`config.mk`:
```
export PLATFORM = sky130hd
export DESIGN_NAME = axi_loader_scheduler
export DESIGN_NICKNAME = d
export VERILOG_FILES = /design/src/rtl/axi_loader_scheduler.sv
export SDC_FILE = /design/constraint.sdc
export NUM_CORES = 1
export LEC_CHECK = 0
export BUFFER_PORTS_ARGS = -buffer_cell sky130_fd_sc_hd__buf_2
export CELL_PAD_IN_SITES_DETAIL_PLACEMENT = 0
export CELL_PAD_IN_SITES_GLOBAL_PLACEMENT = 1
export CORE_MARGIN = 2
export CORE_UTILIZATION = 46
export DETAILED_ROUTE_END_ITERATION = 8
export PLACE_DENSITY_LB_ADDON = 0.1
export SYNTH_ARGS = -nofsm -noshare
export SYNTH_HDL_FRONTEND = slang
export SYNTH_SLANG_ARGS = --single-unit
```
`constraint.sdc`:
```
create_clock -name clk_i -period 5.9 [get_ports clk_i]
set_clock_uncertainty 0.1 [all_clocks]
set_input_delay 1.18 -clock clk_i [delete_from_list [all_inputs] [get_ports clk_i]]
set_output_delay 1.18 -clock clk_i [all_outputs]
set_load 0.02 [all_outputs]
```
`src/rtl/axi_loader_scheduler.sv`:
```
// Run sequencer for a bank of AXI traffic-generator loaders: fills each loader's
// descriptor FIFO round-robin, releases them together, and times the run.
`timescale 1ns/1ps
module axi_loader_scheduler #(
  parameter int          NUM_LOADERS  = 4,
  parameter int          MAX_ID_WIDTH = 5,
  parameter int          FIFO_DEPTH   = 64,
  parameter logic [15:0] LFSR_SEED    = 16'hACE1
) (
  input  logic                    clk_i,
  input  logic                    arstn_i,
  input  logic                    run_i,
  input  logic [15:0]             cfg_txn_count_i,
  input  logic [7:0]              cfg_axlen_i,
  input  logic [1:0]              cfg_write_mode_i,
  input  logic                    cfg_resp_wait_i,
  input  logic [MAX_ID_WIDTH-1:0] cfg_id_base_i,
  output logic [NUM_LOADERS-1:0]  push_o,
  output logic                    write_o,
  output logic [7:0]              axlen_o,
  output logic [MAX_ID_WIDTH-1:0] id_o,
  output logic                    resp_wait_o,
  output logic                    start_o,
  input  logic [NUM_LOADERS-1:0]  idle_i,
  output logic                    busy_o,
  output logic                    done_o,
  output logic [31:0]             cycles_o
);

  localparam int              LD_W      = (NUM_LOADERS > 1) ? $clog2(NUM_LOADERS) : 1;
  localparam logic [LD_W-1:0] LD_LAST   = LD_W'(NUM_LOADERS - 1);
  localparam logic [15:0]     DEPTH_CAP = 16'(FIFO_DEPTH);

  typedef enum logic [2:0] {S_IDLE, S_FILL, S_GUARD, S_RUN, S_DONE} state_e;

  function automatic logic [15:0] lfsr_step(input logic [15:0] v);
    return {v[14:0], v[15] ^ v[13] ^ v[12] ^ v[10]};
  endfunction

  function automatic logic [31:0] sat_inc(input logic [31:0] v);
    return (&v) ? v : v + 32'd1;
  endfunction

  state_e                  state_q, state_d;
  logic [15:0]             count_q, count_d;
  logic [15:0]             txn_q, txn_d;
  logic [LD_W-1:0]         ld_q, ld_d;
  logic [7:0]              axlen_cfg_q, axlen_cfg_d;
  logic [1:0]              mode_q, mode_d;
  logic                    resp_cfg_q, resp_cfg_d;
  logic [MAX_ID_WIDTH-1:0] id_base_q, id_base_d;
  logic [15:0]             lfsr_q, lfsr_d;
  logic [31:0]             cnt_q, cnt_d;

  logic [NUM_LOADERS-1:0]  push_q, push_d;
  logic                    write_q, write_d;
  logic [7:0]              axlen_q, axlen_d;
  logic [MAX_ID_WIDTH-1:0] id_q, id_d;
  logic                    resp_q, resp_d;
  logic                    start_q, start_d;
  logic                    busy_q, busy_d;
  logic                    done_q, done_d;
  logic [31:0]             cycles_q, cycles_d;
  logic                    emit;

  always_comb begin
    state_d     = state_q;
    count_d     = count_q;
    txn_d       = txn_q;
    ld_d        = ld_q;
    axlen_cfg_d = axlen_cfg_q;
    mode_d      = mode_q;
    resp_cfg_d  = resp_cfg_q;
    id_base_d   = id_base_q;
    lfsr_d      = lfsr_q;
    cnt_d       = cnt_q;
    push_d      = '0;
    write_d     = write_q;
    axlen_d     = axlen_q;
    id_d        = id_q;
    resp_d      = resp_q;
    start_d     = start_q;
    done_d      = 1'b0;
    cycles_d    = cycles_q;
    emit        = 1'b0;

    case (state_q)
      S_IDLE: begin
        if (run_i) begin
          axlen_cfg_d = cfg_axlen_i;
          mode_d      = cfg_write_mode_i;
          resp_cfg_d  = cfg_resp_wait_i;
          id_base_d   = cfg_id_base_i;
          count_d     = (cfg_txn_count_i > DEPTH_CAP) ? DEPTH_CAP : cfg_txn_count_i;
          txn_d       = '0;
          ld_d        = '0;
          cnt_d       = '0;
          if (count_d == 16'd0) begin
            state_d  = S_DONE;
            done_d   = 1'b1;
            cycles_d = '0;
          end else begin
            state_d = S_FILL;
            emit    = 1'b1;
          end
        end
      end
      S_FILL: begin
        // Outputs are registered, so each FILL cycle prepares the next descriptor.
        if (mode_q == 2'd3) lfsr_d = lfsr_step(lfsr_q);
        if (ld_q == LD_LAST && txn_q == count_q - 16'd1) begin
          state_d = S_GUARD;
          start_d = 1'b1;
        end else begin
          if (ld_q == LD_LAST) begin
            ld_d  = '0;
            txn_d = txn_q + 16'd1;
          end else begin
            ld_d = ld_q + LD_W'(1);
          end
          emit = 1'b1;
        end
      end
      S_GUARD: begin
        // Loaders still report idle for one cycle after start; do not sample them yet.
        cnt_d   = sat_inc(cnt_q);
        state_d = S_RUN;
      end
      S_RUN: begin
        cnt_d = sat_inc(cnt_q);
        if (&idle_i) begin
          state_d  = S_DONE;
          start_d  = 1'b0;
          done_d   = 1'b1;
          cycles_d = cnt_q;
        end
      end
      S_DONE:  state_d = S_IDLE;
      default: state_d = S_IDLE;
    endcase

    if (emit) begin
      push_d  = NUM_LOADERS'(1) << ld_d;
      id_d    = id_base_d + MAX_ID_WIDTH'(txn_d);
      axlen_d = axlen_cfg_d;
      resp_d  = resp_cfg_d;
      case (mode_d)
        2'd0:    write_d = 1'b0;
        2'd1:    write_d = 1'b1;
        2'd2:    write_d = txn_d[0];
        default: write_d = lfsr_d[0];
      endcase
    end

    busy_d = (state_d != S_IDLE);
  end

  always_ff @(posedge clk_i or negedge arstn_i) begin
    if (!arstn_i) begin
      state_q  <= S_IDLE;
      lfsr_q   <= LFSR_SEED;
      push_q   <= '0;
      write_q  <= 1'b0;
      axlen_q  <= '0;
      id_q     <= '0;
      resp_q   <= 1'b0;
      start_q  <= 1'b0;
      busy_q   <= 1'b0;
      done_q   <= 1'b0;
      cycles_q <= '0;
    end else begin
      state_q  <= state_d;
      lfsr_q   <= lfsr_d;
      push_q   <= push_d;
      write_q  <= write_d;
      axlen_q  <= axlen_d;
      id_q     <= id_d;
      resp_q   <= resp_d;
      start_q  <= start_d;
      busy_q   <= busy_d;
      done_q   <= done_d;
      cycles_q <= cycles_d;
    end
  end

  // Run-scoped working registers; always initialised on run acceptance.
  always_ff @(posedge clk_i) begin
    count_q     <= count_d;
    txn_q       <= txn_d;
    ld_q        <= ld_d;
    axlen_cfg_q <= axlen_cfg_d;
    mode_q      <= mode_d;
    resp_cfg_q  <= resp_cfg_d;
    id_base_q   <= id_base_d;
    cnt_q       <= cnt_d;
  end

  assign push_o      = push_q;
  assign write_o     = write_q;
  assign axlen_o     = axlen_q;
  assign id_o        = id_q;
  assign resp_wait_o = resp_q;
  assign start_o     = start_q;
  assign busy_o      = busy_q;
  assign done_o      = done_q;
  assign cycles_o    = cycles_q;

endmodule

```
Word-level counts from Yosys, hierarchy flattened
Cells that the tools add are included.
Storage, ports and cells
  register bits after elaboration: 155
  bits in latches: 0
  bits in writable memories: 0
  ROM bits: 0
  word-level logic and storage cells: 108
  memories kept: 0
Operators by class
  $add $sub $neg: 5
  multipliers: 0
  divide/modulo/power cells: 0
  $lt $le $gt $ge: 1
  equal/unequal tests: 15
  shifts and indexed selects: 1
  muxes and demuxes: 44
  bitwise logic cells: 3
  reductions and logical operators: 18
Operators with widths (number)
  32-bit two-way mux: 5
  32-bit case mux with 2 select lines: 2
  16-bit two-way mux: 4
  32-bit by 1-bit adder with 32-bit output, second input constant: 1
  16-bit case mux with 2 select lines: 1
  32-bit AND reduction: 1
  16-bit by 1-bit adder with 16-bit output, second input constant: 1
  16-bit == test: 1
  16-bit by 7-bit greater-than comparator with 1-bit output, second input constant: 1
  16-bit logical NOT: 1
  8-bit two-way mux: 2
  16-bit by 1-bit subtractor with 16-bit output, second input constant: 1
  2-bit inequality test, second input constant: 7
  1-bit two-way mux: 12
  3-bit two-way mux: 4
  3-bit case mux with 4 select lines: 1
  4-bit AND reduction: 3
  2-bit two-way mux: 5
  5-bit two-way mux: 2
  2-bit nonzero test: 4
  2-bit == test, second input constant: 3
  3-bit by 2-bit == test with 1-bit output, second input constant: 2
  1-bit case mux with 2 select lines: 3
  3-bit AND reduction: 2
  other kinds (15): 18

Depth between registers and ports, before layout
  depth in word-level cells: 7
  depth in mapped cells: 17
  depth with buffers taken out: 17

Least setup slack after synthesis
OpenSTA, ideal clock, no wires.
  path kind: register to register
  from: reg count_q[0]
  to: reg id_q[4] (netlist: id_o[4])
  library setup time: 0.092 ns
  arrival: 3.933 ns
  data required time: 5.708 ns
  slack: 1.775 ns
  cell stages (with the launch flop): 18
  buffers on the path: 0
  path through: edfxtp_1 -> inv_1 -> ha_1 -> or3b_2 -> or4_2 -> nand4_1 -> o2111a_2 -> a21oi_4 -> mux2_2 -> a22o_1 -> ha_1 -> inv_1 -> fa_1 -> nor2_1 -> nor2_1 -> a31o_2 -> and3_1 -> o31ai_2
On the way
  word-level cells in the longest chain between the ends: 6
  elaborated cells on any way between the ends: 8
Ends and longest elaborated chain
  start, declared: line 45  | logic [15:0] count_q, count_d;
  start signal, assigned: line 188  | count_q <= count_d;
  16-bit by 1-bit subtractor with 16-bit output: line 111  | if (ld_q == LD_LAST && txn_q == count_q - 16'd1) begin
  16-bit == test: line 111
  1-bit logical AND: line 111
  16-bit two-way mux: line 111
  16-bit case mux with 2 select lines: line 87  | case (state_q)
  net txn_d[0]: line 46  | logic [15:0] txn_q, txn_d;
  5-bit adder: line 144  | id_d = id_base_d + MAX_ID_WIDTH'(txn_d);
  end signal, assigned: line 177  | id_q <= id_d;
  end, declared: line 58  | logic [MAX_ID_WIDTH-1:0] id_q, id_d;
The timed path passes the listed nets, and every way through them passes these cells. The select of a mux whose other input is x is not followed.
A chain may end at the register's enable or synchronous reset.

Final worst setup path
Ends and elaborated chain as after synthesis.

==> metrics.yaml <==
outcome:
  status: "finished clean"
yosys:
  synth_edf_count: 59
  netlist_area_mm2: 0.00717
  synthArstFlopShare_pct: 47.1
  ys_ff_latch: 155
  synth_flop_cell: "dfrtp_1"
  synth_seq_area_share_pct: 56.8
  yosys_warnings: 0
  syn_avg_cell_area_um2: 10.9
  synth.distinct_cells: 67
  synthCells: 657
drt:
  first_pass_iters: 4
  routed_wl_mm: 15.4
  antenna_left: 0
  drt-initial-drc-count: 267
  viasPerCell: 5.29
  wl_per_cell_um: 16.1
  num_vias: 5069
  drc_errors: 0
floorplanning:
  die_h_um: 129
  start_util_pct: 47.2
  dieArea_mm2: 0.0166
  io_pins: 93
  rows: 45
  die_w_um: 129
  core_mm2: 0.0152
flow_run:
  cap_violations: 0
cells_and_area:
  diodes: 0
  regArea_mm2: 0.00407
  drive_gt1_share_pct: 22.3
  multi_input_area_mm2: 0.00296
  nets: 805
  final_common_cell: "buf_2"
  fill_cells: 1338
  final_cell_mix: "buf_2 (91), nor2_1 (87), nand2_1 (78)"
  syn2layout_area_growth_pct: 16.8
  final_cell_area_mm2: 0.00837
placement:
  dp_slack_ps: 1290
  numPortBuffers: 92
  hpwl_mm: 10.5
  place_area_mm2: 0.00783
  gp_congestion: 0.877
cts:
  cts_buffers: 17
  cts.clk_slew.worst_paths_ps: 60
  postCtsSetupBuffers: 0
  cts_root_buf: "clkbuf_16"
  ctsHoldBuffers: 0
  clk_latency_ps: 430
  clock_sinks: 155
  cts-resized-gates: 0
  clk_path_buf_depth: 2
  cts_tree: "built"
  htree_levels: 4
worst_setup_path:
  ff2ff_setup_slack_ps: 1280
  end_kind: "flop"
  max_stage_delay_ps: 510
  critPathKind: "reg -> reg"
  crit_path_max_fanout: 12
  crit_family: "simple AND/OR/NAND/NOR gates"
  path_buf_inv: 2
  arrival_ps: 4850
  startpoint_type: "flop"
  crit_chain: "inv_1 > ha_1 > or3b_2 > nor4_1 > mux2_2 > o2111a_2 > a21oi_4 > nand2_1 > o21ai_0 > inv_1 > fa_1 > nor2_1 > nor2_1 > a31o_2 > and3_1 > o31ai_2"
  cp_slowest_cell: "or3b_2"
  cp_data_required_time_ps: 6130
pwr:
  p_int_uw: 2810
  ir_drop_v: 0.000260
  p_leak_uw: 0.00361
  power_uw: 4520
  p_seq_share_pct: 42.6
  swShare_pct: 37.7
  power.share.combinational_pct: 34.9
  p_sw_uw: 1710
  pwr-share-clk_pct: 22.6
  power_density_mw_per_mm2: 540
grt:
  grt_pass1_vias: 5193
  antenna_found_initial: 0
  grt.overflow.total: 0
  grt_usage_pct: 19.5
  grt_max_degree: 74
  grt_pass1_wl_mm: 25.2
sta:
  setup_slack_ps: 1280
  rsz0062_at_grt: "no"
  timing.final.crit_share_pct: 78.2
  drv_slew: 0
  relSlewSlack_pct: 33.6
  setup_tns_ps: 0
  finalSetupViolCount: 0
  fmax_mhz: 217
  fin_crit_ps: 4620
  hold_viol: 0
  tightest_slew_ps: 996
hold_path:
  holdCritPathClass: "reg -> reg"
[Yosys cell counts (all sizes together), types with 4 or more instances]
| master | number | share of area [%] |
|---|---|---|
| nor2 | 88 | 4.6 |
| nand2 | 78 | 4.1 |
| dfrtp | 65 | 23 |
| edfxtp | 59 | 25 |
| xor2 | 35 | 4.3 |
| a22o | 34 | 4.2 |
| dfxtp | 23 | 6.4 |
| xnor2 | 22 | 2.7 |
| nand3 | 21 | 1.5 |
| inv | 20 | 1.0 |
| clkbuf | 17 | 1.0 |
| mux2 | 17 | 2.7 |
| a21oi | 16 | 1.3 |
| and2 | 15 | 1.3 |
| o21ai | 15 | 1.0 |
| nand4 | 13 | 1.1 |
| and3 | 10 | 0.87 |
| or3 | 10 | 0.94 |
| dfstp | 8 | 2.9 |
| ha | 7 | 1.2 |
| nand2b | 6 | 0.52 |
| nor2b | 6 | 0.52 |
| nor3 | 6 | 0.42 |
| or4 | 6 | 0.80 |
| buf | 5 | 0.44 |
| o31ai | 5 | 0.59 |
| nor4 | 4 | 0.35 |
[worst paths after layout]
path | cells after the start | endpoint | from
max | 16 | id_o[4]$_DFFE_PN0P_ | count_q[0]$_DFFE_PP_
min | 2 | axlen_cfg_q[3]$_DFF_P_ | axlen_cfg_q[3]$_DFF_P_
max reg2reg | 16 | id_o[4]$_DFFE_PN0P_ | count_q[0]$_DFFE_PP_
min reg2reg | 2 | axlen_cfg_q[3]$_DFF_P_ | axlen_cfg_q[3]$_DFF_P_
max in group asynchronous | 1 | state_q[0]$_DFF_PN0_ | arstn_i
min in group asynchronous | 1 | id_o[2]$_DFFE_PN0P_ | arstn_i
[area by class of cell]
class,instances,share of cell area (%)
Multi-Input combinational cell,468,35.3
Sequential cell,155,48.6
Tap cell,188,2.81
Clock inverter,11,1.14
Timing Repair Buffer,96,5.89
Clock buffer,21,5.38
Inverter,20,0.896
[sequential cells by signal, indices dropped and copies added, names as in the netlist]
register / flops
id_o: 5
txn_q: 16
done_o: 1
ld_q: 2
push_o: 4
count_q: 16
write_o: 1
resp_wait_o: 1
id_base_q: 5
axlen_cfg_q: 8
state_q: 3
mode_q: 2
cycles_o: 32
resp_cfg_q: 1
cnt_q: 32
axlen_o: 8
start_o: 1
busy_o: 1
lfsr_q: 16
[through the flow]
step,util [%],hold slack [ps],instances
finish,55.1,349,959
global route,55.1,367,959
CTS,55.1,352,959
detailed placement,51.5,336,927
global placement,51.5,331,927
floorplan,-,319,665
[per-layer routing]
layer / track usage (%) / wire length [um] / part of all wire [%] / up-vias
met1: 24.5 / 6920 / 45 / 2448
met2: 33.1 / 7720 / 50 / 91
met4: 6.52 / 200 / 1.3 / 0
met3: 4.86 / 602 / 3.9 / 18
met5: 0 / 0 / 0 / -
li1: - / - / - / 2512
[kinds of logic (layout without fill, tap and decap cells)]
logic type	after synthesis	after routing	share of synthesized area [%]
flops	155	155	56.8
mux	20	20	3.09
other cells	1	9	0.0523
xor+xnor	58	58	7.28
fa+ha+maj	8	8	1.50
buf+inv	42	148	2.51
simple gates	281	281	19.1
compound gates	92	92	9.72
[power groups by stage]
stage,clock network [uW],logic [uW],registers (uW)
finish,1020,1570,1920
global route,1080,1760,1980
CTS,1040,1600,1930
detailed placement,0,1590,1940
global placement,0,1560,1930
floorplan,0,976,2060
[worst register-to-register path: cells and delay by family (launching register included)]
| family | cells | cell delay [ps] |
|---|---|---|
| flops | 1 | 440 |
| mux | 1 | 390 |
| simple gates | 6 | 1480 |
| fa+ha+maj | 2 | 670 |
| buf+inv | 2 | 200 |
| compound gates | 5 | 1220 |
Note: power is estimated with default switching activity, not from simulation.
